[src/rtl/usb_tx_pkg.sv]
// Shared types and constants for the USB transmit bit-stuffing encoder.
package usb_tx_pkg;

  typedef enum logic [2:0] {
    IDLE,
    SHIFT,
    STUFF,
    EOP_SE0,
    EOP_J
  } tx_state_e;

  typedef enum logic [1:0] {
    LINE_HOLD,
    LINE_TOGGLE,
    LINE_SE0,
    LINE_IDLE
  } line_cmd_e;

  localparam logic [2:0] STUFF_LIMIT  = 3'd6;
  localparam logic [2:0] EOP_SE0_BITS = 3'd2;

  // {dp, dm} line levels for a full-speed idle polarity
  localparam logic [1:0] LVL_J_FS = 2'b10;
  localparam logic [1:0] LVL_K_FS = 2'b01;
  localparam logic [1:0] LVL_SE0  = 2'b00;

  function automatic logic [1:0] j_level(input logic idle_dp);
    return idle_dp ? LVL_J_FS : LVL_K_FS;
  endfunction

endpackage

[src/rtl/tx_nrzi_line.sv]
// dp/dm line registers: NRZI toggle, SE0 and J drive, updated only on bit_strobe.
module tx_nrzi_line
  import usb_tx_pkg::*;
#(
  parameter logic IDLE_DP = 1'b1
) (
  input  logic      clk,
  input  logic      n_rst,
  input  logic      bit_strobe,
  input  line_cmd_e cmd,
  output logic      dp_out,
  output logic      dm_out
);

  localparam logic [1:0] LVL_J = j_level(IDLE_DP);

  logic [1:0] line_d, line_q;

  always_comb begin
    line_d = line_q;
    if (bit_strobe) begin
      case (cmd)
        LINE_TOGGLE: line_d = ~line_q;
        LINE_SE0:    line_d = LVL_SE0;
        LINE_IDLE:   line_d = LVL_J;
        default:     line_d = line_q;
      endcase
    end
  end

  // Reset returns the line to J at once, aborting any packet without EOP
  always_ff @(posedge clk or negedge n_rst) begin
    if (!n_rst) line_q <= LVL_J;
    else        line_q <= line_d;
  end

  assign {dp_out, dm_out} = line_q;

endmodule

[src/rtl/tx_bit_stuff_encoder.sv]
// USB transmit serializer: LSB-first shift, bit stuffing after six 1s, NRZI, EOP.
// Optional TX_STUFF_CNT_EN adds a saturating stuff_cnt output.
module tx_bit_stuff_encoder
  import usb_tx_pkg::*;
#(
  parameter logic IDLE_DP = 1'b1
) (
  input  logic       clk,
  input  logic       n_rst,
  input  logic       bit_strobe,
  input  logic [7:0] tx_data,
  input  logic       tx_valid,
  input  logic       tx_last,
  output logic       tx_ready,
  output logic       shift_stall,
  output logic       dp_out,
  output logic       dm_out,
  output logic       busy,
  output logic       tx_err
`ifdef TX_STUFF_CNT_EN
  ,
  output logic [7:0] stuff_cnt
`endif
);

  tx_state_e  state_d, state_q;
  logic [7:0] shift_d, shift_q;
  logic       last_d, last_q;
  logic [2:0] ones_d, ones_q;
  logic [2:0] bit_idx_d, bit_idx_q;
  logic       stuff_now, byte_end, accept_idle, accept_next;
  line_cmd_e  line_cmd;

  assign stuff_now = shift_q[0] && (ones_q == STUFF_LIMIT - 3'd1);
  // bit_idx has wrapped to 0 when a stuff bit follows the 8th data bit
  assign byte_end  = bit_strobe &&
                     (((state_q == SHIFT) && (bit_idx_q == 3'd7) && !stuff_now) ||
                      ((state_q == STUFF) && (bit_idx_q == 3'd0)));
  assign accept_idle = (state_q == IDLE) && tx_valid;
  assign accept_next = byte_end && !last_q && tx_valid;

  always_ff @(posedge clk or negedge n_rst) begin
    if (!n_rst) begin
      state_q   <= IDLE;
      last_q    <= 1'b0;
      ones_q    <= 3'd0;
      bit_idx_q <= 3'd0;
    end else begin
      state_q   <= state_d;
      last_q    <= last_d;
      ones_q    <= ones_d;
      bit_idx_q <= bit_idx_d;
    end
  end

  always_ff @(posedge clk) begin
    shift_q <= shift_d;
  end

  // bit_idx doubles as the SE0 symbol counter during EOP
  always_comb begin
    state_d   = state_q;
    shift_d   = shift_q;
    last_d    = last_q;
    ones_d    = ones_q;
    bit_idx_d = bit_idx_q;
    case (state_q)
      IDLE: begin
        if (tx_valid) begin
          shift_d   = tx_data;
          last_d    = tx_last;
          ones_d    = 3'd0;
          bit_idx_d = 3'd0;
          state_d   = SHIFT;
        end
      end
      SHIFT: begin
        if (bit_strobe) begin
          shift_d   = {1'b0, shift_q[7:1]};
          bit_idx_d = bit_idx_q + 3'd1;
          ones_d    = shift_q[0] ? ones_q + 3'd1 : 3'd0;
          if (stuff_now) state_d = STUFF;
        end
      end
      STUFF: begin
        if (bit_strobe) begin
          ones_d  = 3'd0;
          state_d = SHIFT;
        end
      end
      EOP_SE0: begin
        if (bit_strobe) begin
          bit_idx_d = bit_idx_q + 3'd1;
          if (bit_idx_q == EOP_SE0_BITS - 3'd1) begin
            bit_idx_d = 3'd0;
            state_d   = EOP_J;
          end
        end
      end
      EOP_J: begin
        if (bit_strobe) state_d = IDLE;
      end
      default: state_d = IDLE;
    endcase
    if (byte_end) begin
      bit_idx_d = 3'd0;
      if (accept_next) begin
        shift_d = tx_data;
        last_d  = tx_last;
        state_d = SHIFT;
      end else begin
        state_d = EOP_SE0;
      end
    end
  end

  always_comb begin
    line_cmd    = LINE_HOLD;
    tx_ready    = n_rst && (accept_idle || accept_next);
    tx_err      = byte_end && !last_q && !tx_valid;
    busy        = (state_q != IDLE);
    shift_stall = (state_q == STUFF);
    case (state_q)
      SHIFT:   line_cmd = shift_q[0] ? LINE_HOLD : LINE_TOGGLE;
      STUFF:   line_cmd = LINE_TOGGLE;
      EOP_SE0: line_cmd = LINE_SE0;
      EOP_J:   line_cmd = LINE_IDLE;
      default: line_cmd = LINE_HOLD;
    endcase
  end

  tx_nrzi_line #(
    .IDLE_DP (IDLE_DP)
  ) u_line (
    .clk        (clk),
    .n_rst      (n_rst),
    .bit_strobe (bit_strobe),
    .cmd        (line_cmd),
    .dp_out     (dp_out),
    .dm_out     (dm_out)
  );

`ifdef TX_STUFF_CNT_EN
  logic [7:0] stuff_cnt_d, stuff_cnt_q;

  always_comb begin
    stuff_cnt_d = stuff_cnt_q;
    if (accept_idle)
      stuff_cnt_d = 8'd0;
    else if ((state_q == STUFF) && bit_strobe && (stuff_cnt_q != 8'hFF))
      stuff_cnt_d = stuff_cnt_q + 8'd1;
  end

  always_ff @(posedge clk or negedge n_rst) begin
    if (!n_rst) stuff_cnt_q <= 8'd0;
    else        stuff_cnt_q <= stuff_cnt_d;
  end

  assign stuff_cnt = stuff_cnt_q;
`else
  // No stuff-bit counter in this build.
`endif

endmodule

[config.mk]
export PLATFORM = sky130hd
export DESIGN_NAME = tx_bit_stuff_encoder
export DESIGN_NICKNAME = d
export VERILOG_FILES = /design/src/rtl/usb_tx_pkg.sv /design/src/rtl/tx_nrzi_line.sv /design/src/rtl/tx_bit_stuff_encoder.sv
export SDC_FILE = /design/constraint.sdc
export NUM_CORES = 1
export LEC_CHECK = 0
export CAP_MARGIN = 10
export CELL_PAD_IN_SITES_DETAIL_PLACEMENT = 1
export CELL_PAD_IN_SITES_GLOBAL_PLACEMENT = 1
export CORE_MARGIN = 2
export CORE_UTILIZATION = 36
export CTS_CLUSTER_DIAMETER = 80
export CTS_CLUSTER_SIZE = 12
export DETAILED_ROUTE_END_ITERATION = 6
export GPL_ROUTABILITY_DRIVEN = 0
export HOLD_SLACK_MARGIN = 0.03
export PLACE_DENSITY = 0.72
export SYNTH_ARGS = -nofsm -noshare
export SYNTH_HDL_FRONTEND = slang
export SYNTH_SLANG_ARGS = --single-unit
[constraint.sdc]
create_clock -name clk -period 5.6 [get_ports clk]
set_input_delay 1.4 -clock clk [delete_from_list [all_inputs] [get_ports clk]]
set_output_delay 1.4 -clock clk [all_outputs]
set_load 0.01 [all_outputs]
==> results.py, run 1 <==
metrics = {
    "power": {
        "powerDensity_nw_per_um2": 414.7,
        "clockPowerShare_pct": 13.9,
        "switching_share_pct": 38.96,
        "p_leak_nw": 0.5913,
        "p_comb_share_pct": 41.9,
        "ir_drop_mv": 0.1800,
        "switchingPower_uw": 238.7,
        "p_int_uw": 374.0,
        "power.share.sequential_pct": 44.2,
        "fin_total_pwr_uw": 612.7,
    },
    "clock_network": {
        "cts_sinks": 20,
        "cts_root_buffer": "clkbuf_4",
        "cts_buffer_depth": 2,
        "cts.clk_slew.worst_paths_ps": 120,
        "cts_buffers": 3,
        "cts_hold_buf": 0,
        "cts_tree": "done",
        "h-tree-depth": 1,
        "ctsResizeCount": 0,
        "clk_latency_ps": 300,
        "postCtsSetupBuffers": 0,
    },
    "min_path": {
        "hp-start": "shift_q[7]",
        "hold_depth": 2,
        "hold_class": "register to register",
        "hold_end": "shift_q[7]",
    },
    "worst_setup_path": {
        "path_cells": "clkdlybuf4s50_1 -> buf_4 -> nand3b_1 -> o21ai_4 -> and2_1 -> clkdlybuf4s50_1",
        "r2r_end": "last_q",
        "worstSetupStartpointType": "input port",
        "cp_num_buf_inv": 3,
        "end_kind": "output port",
        "critical_path.startpoint": "bit_strobe",
        "crit_top_cell": "clkdlybuf4s50_1",
        "cpMaxStageDelayCell": "clkdlybuf4s50_1",
        "crit_type": "input port to output port",
        "slowest_delay_ps": 530,
        "rrSetupSlack_ps": 3740,
        "crit_required_ps": 4200,
        "r2r-start": "state_q[0]",
        "worstPathArrival_ps": 3190,
        "reg2reg_depth": 4,
        "cp_top_family": "buffers and inverters",
        "worstPathMaxFanout": 14,
    },
    "sta": {
        "fin_setup_tns_ps": 0,
        "setup_viol": 0,
        "drv_slew": 0,
        "fin_crit_sh_pct": 82.04,
        "rsz0062_at_grt": "false",
        "skew_ps": 3.518,
        "timing.hold.ws_ps": 485.3,
        "finalHoldViolCount": 0,
        "tightest_slew_ps": 589.6,
        "maxSlewHeadroom_pct": 60.69,
        "fin_crit_ps": 4594,
        "fmax_mhz": 217.7,
        "fin_ws_ps": 1006,
    },
    "logic_synthesis": {
        "synth_area_um2": 1210,
        "synthCells": 127,
        "syn_nets": 146,
        "synth_top_area_cell": "dfrtp_1",
        "synth_seq_cells": 20,
        "syn_avg_cell_area_um2": 9.527,
        "synthTopCellsByCount": "dfrtp_1 (11), nor2_1 (10), a22oi_1 (9)",
        "post-synth-top-count-cell": "dfrtp_1",
        "synth_top_flop_cell": "dfrtp_1",
        "synth_warnings": 0,
        "synthArstFlopShare_pct": 60.00,
        "synth-edff-count": 0,
        "ys_seq_area_share_pct": 38.16,
        "synth_cell_types": 42,
        "synth_top_area_share_pct": 22.75,
        "ys_top_cells_by_area": "dfrtp_1 (23%), dfxtp_1 (13%), ha_1 (6.2%), o2bb2ai_1 (5.8%), a22oi_1 (5.6%)",
    },
    "placed_design": {
        "dp.final_hpwl_um": 2175,
        "place_inst": 188,
        "place_ws_ps": 993.7,
        "io_buffer_count": 18,
    },
    "finish": {
        "syn_to_final_growth_pct": 22.13,
        "finalNonFillerCells": 192,
        "nets": 166,
        "antenna_cells": 0,
        "drive_above_1_share_pct": 9.589,
    },
    "global_routing": {
        "grt_pass1_vias": 1036,
        "grt_overflow": 0,
        "grt_max_degree": 18,
        "grt_antenna_before_repair": 0,
        "grt_pass1_wl_um": 4685,
        "grt_usage_pct": 16.50,
    },
    "drt": {
        "drc_errors": 0,
        "drt_iter0_markers": 32,
        "ant_nets": 0,
        "route.detailed.wl_per_inst_um": 14.85,
        "dr.pass1.iters": 4,
        "routed_wl_um": 2852,
        "route.vias.total": 1031,
        "vias_per_cell": 5.370,
    },
    "floorplan": {
        "die_h_um": 61.97,
        "die_area_um2": 3840,
        "die_w_um": 61.97,
        "placementRows": 21,
        "core_um2": 3284,
        "ios": 19,
        "start_util_pct": 36.84,
    },
    "outcome": {
        "outcome": "complete, no violations",
    },
    "run": {
        "max_cap_viol_count": 0,
    },
}
==> worst register-to-register path: stages, from the launching register on <==
cell and delay (ps):
dfrtp_1 620, nor3b_2 430, a32oi_2 250, o21ai_4 320, a22o_1 190
==> logic make-up after synthesis <==
kind of cell,share of synthesized area (%)
DFF,38.16
AOI/OAI and AO/OA,25.65
and+or+nand+nor,23.17
adders and majority gates,6.205
buffers and inverters,3.309
muxes,3.516
==> power groups by stage <==
stage                     clock (mW)  combinational (mW)  sequential [mW]
after floorplan                    0               0.201            0.246
after global placement             0               0.251            0.269
after CTS                     0.0884               0.262            0.271
after global routing          0.0941               0.292            0.282
after detailed placement           0               0.261            0.274
final                         0.0853               0.257            0.271
==> cells in the final DEF (no fill, tap or decap), types with 3 or more instances in the layout <==
master / Yosys / routed
o2bb2ai_1: 8 / 8
nand3b_1: 3 / 3
nor2b_1: 5 / 5
dfxtp_1: 8 / 8
nand2_1: 5 / 5
o21ai_1: 4 / 4
a22oi_1: 9 / 9
ha_1: 6 / 6
a21oi_1: 5 / 5
nor2_1: 10 / 10
dfrtp_1: 11 / 11
clkdlybuf4s50_1: 0 / 18
nor3b_1: 3 / 3
nand3_1: 4 / 4
nand2b_1: 5 / 5
clkbuf_4: 0 / 3
inv_1: 5 / 5
==> through the flow <==
step	util (%)	instance area, um2
6_report	44.99	1478
5_1_grt	44.99	1478
4_1_cts	44.99	1478
3_5_place_dp	43.89	1441
3_3_place_gp	43.89	1441
2_1_floorplan	-	1210
==> worst max-delay path by stage <==
stage                    end  slack [ps]  cells after the start
finish              tx_ready        1010                      6
global route        tx_ready         870                      6
CTS                 tx_ready         990                      6
detailed placement  tx_ready         990                      6
global placement    tx_ready        1020                      6
floorplan           tx_ready        1950                      4
==> per-layer routing <==
metal	wire (um)	up-vias	GRT usage, %
li1	-	508	-
met1	1235	505	20.73
met2	1522	16	29.17
met3	74	2	1.863
met4	19	0	5.471
met5	0	-	0
==> sequential cells by signal, indices dropped and copies added (netlist names) <==
register	flops
shift_q	8
u_line.line_q	2
last_q	1
bit_idx_q	3
state_q	3
ones_q	3
==> cell type report <==
| cell class | instances | area [um2] |
|---|---|---|
| Timing Repair Buffer | 20 | 195.2 |
| Multi-Input combinational cell | 97 | 708.2 |
| Inverter | 5 | 18.77 |
| Sequential cell | 20 | 461.7 |
| Clock buffer | 4 | 36.28 |
| Tap cell | 46 | 57.56 |
| Fill cell | 392 | 1807 |
No activity file was read; power rests on OpenSTA's default activity.
==> run 2, diff against run 1 <==
==> constraint.sdc (replaced) <==
create_clock -name clk -period 4.8 [get_ports clk]
set_input_delay 1.2 -clock clk [delete_from_list [all_inputs] [get_ports clk]]
set_output_delay 1.2 -clock clk [all_outputs]
set_load 0.01 [all_outputs]
==> run 2 against run 1 <==
Against the previous run: sequential power up 17%; via count increased by 3.0%; cell count is the same; global-route usage grew 1.7 points; combinational power rose by 18%; total power grew 24%; critical path type unchanged; clock power is 68% higher; clock-buffer cell count down 1; hold slack improved by 2.9 ps; utilization rose by 0.50 points.
==> results.py, run 2 (same netlist as run 1, synthesis figures left out) <==
metrics = {
    "global_routing": {
        "grt_overflow": 0,
        "grt_usage_pct": 18.17,
        "grt_pass1_vias": 1084,
        "grt.met1_usage_pct": 22.41,
        "grt_max_degree": 18,
        "grt_pass1_wl_um": 5030,
        "grt_antenna_before_repair": 0,
        "grt_util_met3_pct": 1.863,
        "grtUsageMet2_pct": 32.14,
        "top_usage_layer": "met2",
    },
    "sta": {
        "tightest_slew_ps": 563.1,
        "fin_ws_ps": 617.1,
        "fmax_mhz": 239.1,
        "fin_setup_tns_ps": 0,
        "fin_crit_sh_pct": 87.14,
        "drv_slew": 0,
        "finalHoldViolCount": 0,
        "fin_crit_ps": 4183,
        "rsz0062_at_grt": "false",
        "setup_viol": 0,
        "skew_ps": 5.197,
        "maxSlewHeadroom_pct": 62.46,
    },
    "finish": {
        "fillers": 402,
        "final_util_pct": 45.49,
        "top_register": "shift_q",
        "final_common_cell": "clkdlybuf4s50_1",
        "final_area_um2": 1494,
        "drive_above_1_share_pct": 9.589,
        "seq_area_um2": 461.7,
        "nets": 166,
        "largest_reg_flops": 8,
        "layout_common_cells": "clkdlybuf4s50_1 (18), dfrtp_1 (11), nor2_1 (10)",
        "syn_to_final_growth_pct": 23.47,
        "antenna_cells": 0,
        "multi_input_area_um2": 708.2,
    },
    "floorplan": {
        "die_area_um2": 3840,
        "die_h_um": 61.97,
        "placementRows": 21,
        "core_um2": 3284,
        "die_w_um": 61.97,
        "ios": 19,
        "start_util_pct": 36.84,
    },
    "power": {
        "ir_drop_mv": 0.2538,
        "p_leak_nw": 0.5983,
        "powerDensity_nw_per_um2": 510.4,
    },
    "run": {
        "max_cap_viol_count": 0,
    },
    "worst_setup_path": {
        "worstPathArrival_ps": 2980,
        "end_kind": "output port",
        "crit_type": "input port to output port",
        "r2r-start": "state_q[0]",
        "worstPathMaxFanout": 10,
        "critical_path.startpoint": "tx_valid",
        "crit_required_ps": 3600,
        "worstSetupStartpointType": "input port",
    },
    "placed_design": {
        "io_buffer_count": 18,
        "postPlaceCellArea_um2": 1441,
        "place_ws_ps": 641.6,
        "dp.final_hpwl_um": 2262,
    },
    "drt": {
        "vias_per_cell": 5.531,
        "drc_errors": 0,
        "route.vias.total": 1062,
        "dr.pass1.iters": 4,
        "ant_nets": 0,
        "routed_wl_um": 3002,
        "drt_iter0_markers": 33,
        "route.detailed.wl_per_inst_um": 15.64,
    },
    "clock_network": {
        "cts_sinks": 20,
        "h-tree-depth": 1,
        "cts_hold_buf": 0,
        "cts_buffers": 3,
        "clk_latency_ps": 310,
        "cts_buffer_depth": 2,
        "cts.clk_slew.worst_paths_ps": 120,
        "cts_tree": "done",
        "cts_root_buffer": "clkbuf_4",
        "postCtsSetupBuffers": 0,
        "ctsResizeCount": 0,
    },
    "min_path": {
        "hold_class": "register to register",
        "hp-start": "shift_q[7]",
    },
    "outcome": {
        "outcome": "complete, no violations",
    },
}
run 2: power by group:
part / internal [mW] / total [mW] / leakage (nW) / switching (mW)
Clock: 0.0845 / 0.143 / 0.0279 / 0.0587
Combinational: 0.154 / 0.303 / 0.353 / 0.149
Sequential: 0.237 / 0.316 / 0.217 / 0.0787
run 2: worst paths after layout:
check,depth (start not counted),slack [ps],endpoint
max in group asynchronous,2,3300,u_line.line_q[1]
max,5,620,tx_ready
min reg2reg,2,490,shift_q[7]
min in group asynchronous,2,1260,u_line.line_q[0]
max reg2reg,4,2950,shift_q[4]
min,2,490,shift_q[7]
run 2: metal layers:
layer	vias up	wire length, um
met5	-	0
li1	507	-
met4	0	48
met1	534	1321
met3	5	67
met2	16	1566
run 2: metrics by stage:
stage / instances / hold slack (ps) / power [mW]
floorplan: 127 / 441.6 / 0.5211
global placement: 188 / 453.1 / 0.6075
detailed placement: 188 / 469.8 / 0.6277
CTS: 192 / 487.9 / 0.7724
global route: 192 / 516.0 / 0.8326
finish: 192 / 488.2 / 0.7625
run 2: layout make-up:
| class | count | share of cell area [%] |
|---|---|---|
| inverters | 5 | 1.256 |
| repair buffers | 20 | 13.07 |
| clock buffers | 3 | 1.508 |
| clock inverters | 1 | 2.010 |
| multi-input cells | 97 | 47.40 |
| well taps | 46 | 3.853 |
| flip-flops and latches | 20 | 30.90 |
run 2: critical path: stages:
cell             delay [ps]
clkdlybuf4s50_1         570
nand3b_1                190
o21ai_4                 300
and2_1                  190
clkdlybuf4s50_1         530
==> run 3, diff against run 2 <==
--- a/config.mk
+++ b/config.mk
@@ -5,6 +5,7 @@
 export SDC_FILE = /design/constraint.sdc
 export NUM_CORES = 1
 export LEC_CHECK = 0
+export ABC_AREA = 1
 export CAP_MARGIN = 10
 export CELL_PAD_IN_SITES_DETAIL_PLACEMENT = 1
 export CELL_PAD_IN_SITES_GLOBAL_PLACEMENT = 1
@@ -15,7 +16,8 @@
 export DETAILED_ROUTE_END_ITERATION = 6
 export GPL_ROUTABILITY_DRIVEN = 0
 export HOLD_SLACK_MARGIN = 0.03
-export PLACE_DENSITY = 0.72
+export PLACE_DENSITY = 0.74
+export REMOVE_ABC_BUFFERS = 1
 export SYNTH_ARGS = -nofsm -noshare
 export SYNTH_HDL_FRONTEND = slang
 export SYNTH_SLANG_ARGS = --single-unit
==> run 3 against run 2 <==
Against the previous run: clock-buffer cell count up 1; worst setup slack better by 58 ps; synthesized cell count grew 50%; register-to-register slack better by 160 ps; sequential power is 2% lower; utilization fell by 0.23 points; clock skew about the same; critical endpoint unchanged.
==> results.py, run 3 <==
metrics = {
    "finish": {
        "layout_common_cells": "nand2_1 (66), inv_1 (19), clkdlybuf4s50_1 (18)",
        "top_register": "shift_q",
        "syn_to_final_growth_pct": 20.51,
        "nets": 232,
        "final_common_cell": "nand2_1",
        "finalNonFillerCells": 260,
        "largest_reg_flops": 8,
        "final_util_pct": 45.25,
        "final_area_um2": 1669,
        "antenna_cells": 0,
        "drive_above_1_share_pct": 16.04,
    },
    "sta": {
        "drv_slew": 0,
        "fin_setup_tns_ps": 0,
        "maxSlewHeadroom_pct": 68.65,
        "rsz0062_at_grt": "false",
        "fin_crit_sh_pct": 85.93,
        "setup_viol": 0,
        "fin_ws_ps": 675.5,
        "fin_crit_ps": 4125,
        "tightest_slew_ps": 470.2,
        "finalHoldViolCount": 0,
        "skew_ps": 5.297,
        "fmax_mhz": 242.5,
    },
    "floorplan": {
        "placementRows": 22,
        "die_area_um2": 4359,
        "core_um2": 3689,
        "die_h_um": 66.03,
        "ios": 19,
        "die_w_um": 66.03,
        "start_util_pct": 37.55,
    },
    "worst_setup_path": {
        "slowest_delay_ps": 580,
        "crit_required_ps": 3600,
        "end_kind": "output port",
        "crit_type": "input port to output port",
        "cp_top_family": "buffers and inverters",
        "worstSetupStartpointType": "input port",
        "path_cells": "clkdlybuf4s50_1 -> inv_1 -> nor2_2 -> inv_1 -> a21boi_0 -> clkdlybuf4s50_1",
        "worstPathMaxFanout": 8,
        "cpMaxStageDelayCell": "clkdlybuf4s50_1",
        "worstPathArrival_ps": 2920,
        "cp_num_buf_inv": 4,
    },
    "power": {
        "powerDensity_nw_per_um2": 611.6,
        "p_leak_nw": 0.7831,
        "ir_drop_mv": 0.2380,
    },
    "global_routing": {
        "grt_pass1_wl_um": 6568,
        "grt_pass1_vias": 1454,
        "grt_overflow": 0,
        "grt_max_degree": 14,
        "grt_antenna_before_repair": 0,
        "grt_usage_pct": 19.36,
    },
    "run": {
        "max_cap_viol_count": 0,
    },
    "drt": {
        "vias_per_cell": 5.212,
        "route.detailed.wl_per_inst_um": 14.21,
        "routed_wl_um": 3694,
        "dr.pass1.iters": 4,
        "drc_errors": 0,
        "route.vias.total": 1355,
        "drt_iter0_markers": 37,
        "ant_nets": 0,
    },
    "logic_synthesis": {
        "synth_top_flop_cell": "dfrtp_1",
        "synth_compound_area_share_pct": 10.03,
        "synthCells": 191,
        "synth-edff-count": 0,
        "post-synth-top-count-cell": "nand2_1",
        "synthArstFlopShare_pct": 60.00,
        "synth_top_area_share_pct": 19.87,
        "synth_seq_cells": 20,
        "synth_cell_types": 32,
        "synthSimpleGateAreaFrac_pct": 42.37,
        "synth_warnings": 0,
        "synth_area_um2": 1385,
        "synth_xor_area_share_pct": 0,
        "ys_seq_area_share_pct": 33.33,
        "synthTopCellsByCount": "nand2_1 (66), inv_1 (19), nand3_1 (13), nand4_1 (13), dfrtp_1 (11)",
        "synth_top_area_cell": "dfrtp_1",
        "synth_mux_area_share_pct": 0,
        "synth_top_family_by_area": "simple AND/OR/NAND/NOR gates",
        "synth_fa_ha_area_share_pct": 5.420,
        "ys_top_cells_by_area": "dfrtp_1 (20%), nand2_1 (18%), dfxtp_1 (12%), nand4_1 (5.9%), ha_1 (5.4%)",
        "syn_avg_cell_area_um2": 7.252,
    },
    "clock_network": {
        "ctsResizeCount": 0,
        "cts_buffer_depth": 2,
        "postCtsSetupBuffers": 0,
        "cts_buffers": 3,
        "cts_tree": "done",
        "clk_latency_ps": 270,
        "cts.clk_slew.worst_paths_ps": 80,
        "cts_root_buffer": "clkbuf_8",
        "cts_hold_buf": 0,
        "h-tree-depth": 1,
        "cts_sinks": 20,
    },
    "placed_design": {
        "place_ws_ps": 678.2,
        "place_inst": 256,
        "io_buffer_count": 18,
        "postPlaceCellArea_um2": 1614,
        "dp.final_hpwl_um": 2901,
    },
    "outcome": {
        "outcome": "complete, no violations",
    },
    "min_path": {
        "hold_class": "register to register",
    },
}
==> run 3: changes by cell type in the layout (fill, tap and decap cells not counted), sizes merged, moves of 3 or more <==
| cell | previous run | this run |
|---|---|---|
| nand2 | 5 | 73 |
| nand4 | 0 | 14 |
| a22oi | 9 | 0 |
| nand2b | 5 | 0 |
| o21ai | 7 | 14 |
| nand3 | 4 | 14 |
| o2bb2ai | 8 | 0 |
| nand3b | 3 | 0 |
| a21oi | 6 | 2 |
| nor3 | 1 | 5 |
| nor3b | 5 | 0 |
| nor2b | 6 | 0 |
| inv | 5 | 22 |
==> run 3: final timing paths <==
kind / to / slack [ps] / startpoint / cells after the start
min in group asynchronous: ones_q[0] / 1320 / n_rst / 2
worst max register to register: state_q[2] / 3110 / state_q[0] / 9
worst min-delay path: u_line.line_q[1] / 500 / u_line.line_q[1] / 2
max in group asynchronous: u_line.line_q[1] / 3240 / n_rst / 2
worst min register to register: u_line.line_q[1] / 500 / u_line.line_q[1] / 2
worst max-delay path: tx_ready / 680 / tx_valid / 6
==> run 3: cell type report <==
type | count | area [um2]
inverter | 23 | 88.84
sequential | 20 | 461.7
multi-input combinational | 144 | 800.8
fill | 493 | 2019
timing repair buffer | 21 | 202.7
clock buffer | 4 | 55.05
tap | 48 | 60.06
==> run 3: report_power, final <==
part	switching, mW	internal, mW
registers	0.0745	0.234
clock network	0.0610	0.0732
logic	0.359	0.219
==> run 3: kinds of logic after synthesis <==
| family | Yosys count |
|---|---|
| flops | 20 |
| compound gates | 21 |
| simple gates | 117 |
| fa+ha+maj | 6 |
| buf+inv | 27 |
==> run 3: stage by stage <==
step / power, mW / hold WS (ps)
after global placement: 0.8654 / 480.7
after detailed placement: 0.8933 / 493.1
after CTS: 1.034 / 507.4
final: 1.021 / 499.3
after global routing: 1.122 / 565.0
after floorplan: 0.7154 / 475.0
==> run 3: worst min-delay path, cell delays in order, from the launching register on <==
cell	delay (ps)
dfstp_2	380
inv_1	40
o21ai_0	70
==> run 3: routing by layer <==
layer  share of wire [%]  vias up  track usage [%]  routed length [um]
li1                    -      677                -                   -
met3                 2.9        4            2.385                 106
met4                 1.0        0            7.143                  37
met1                  47      653            25.10                1754
met2                  49       21            32.83                1796
met5                   0        -                0                   0
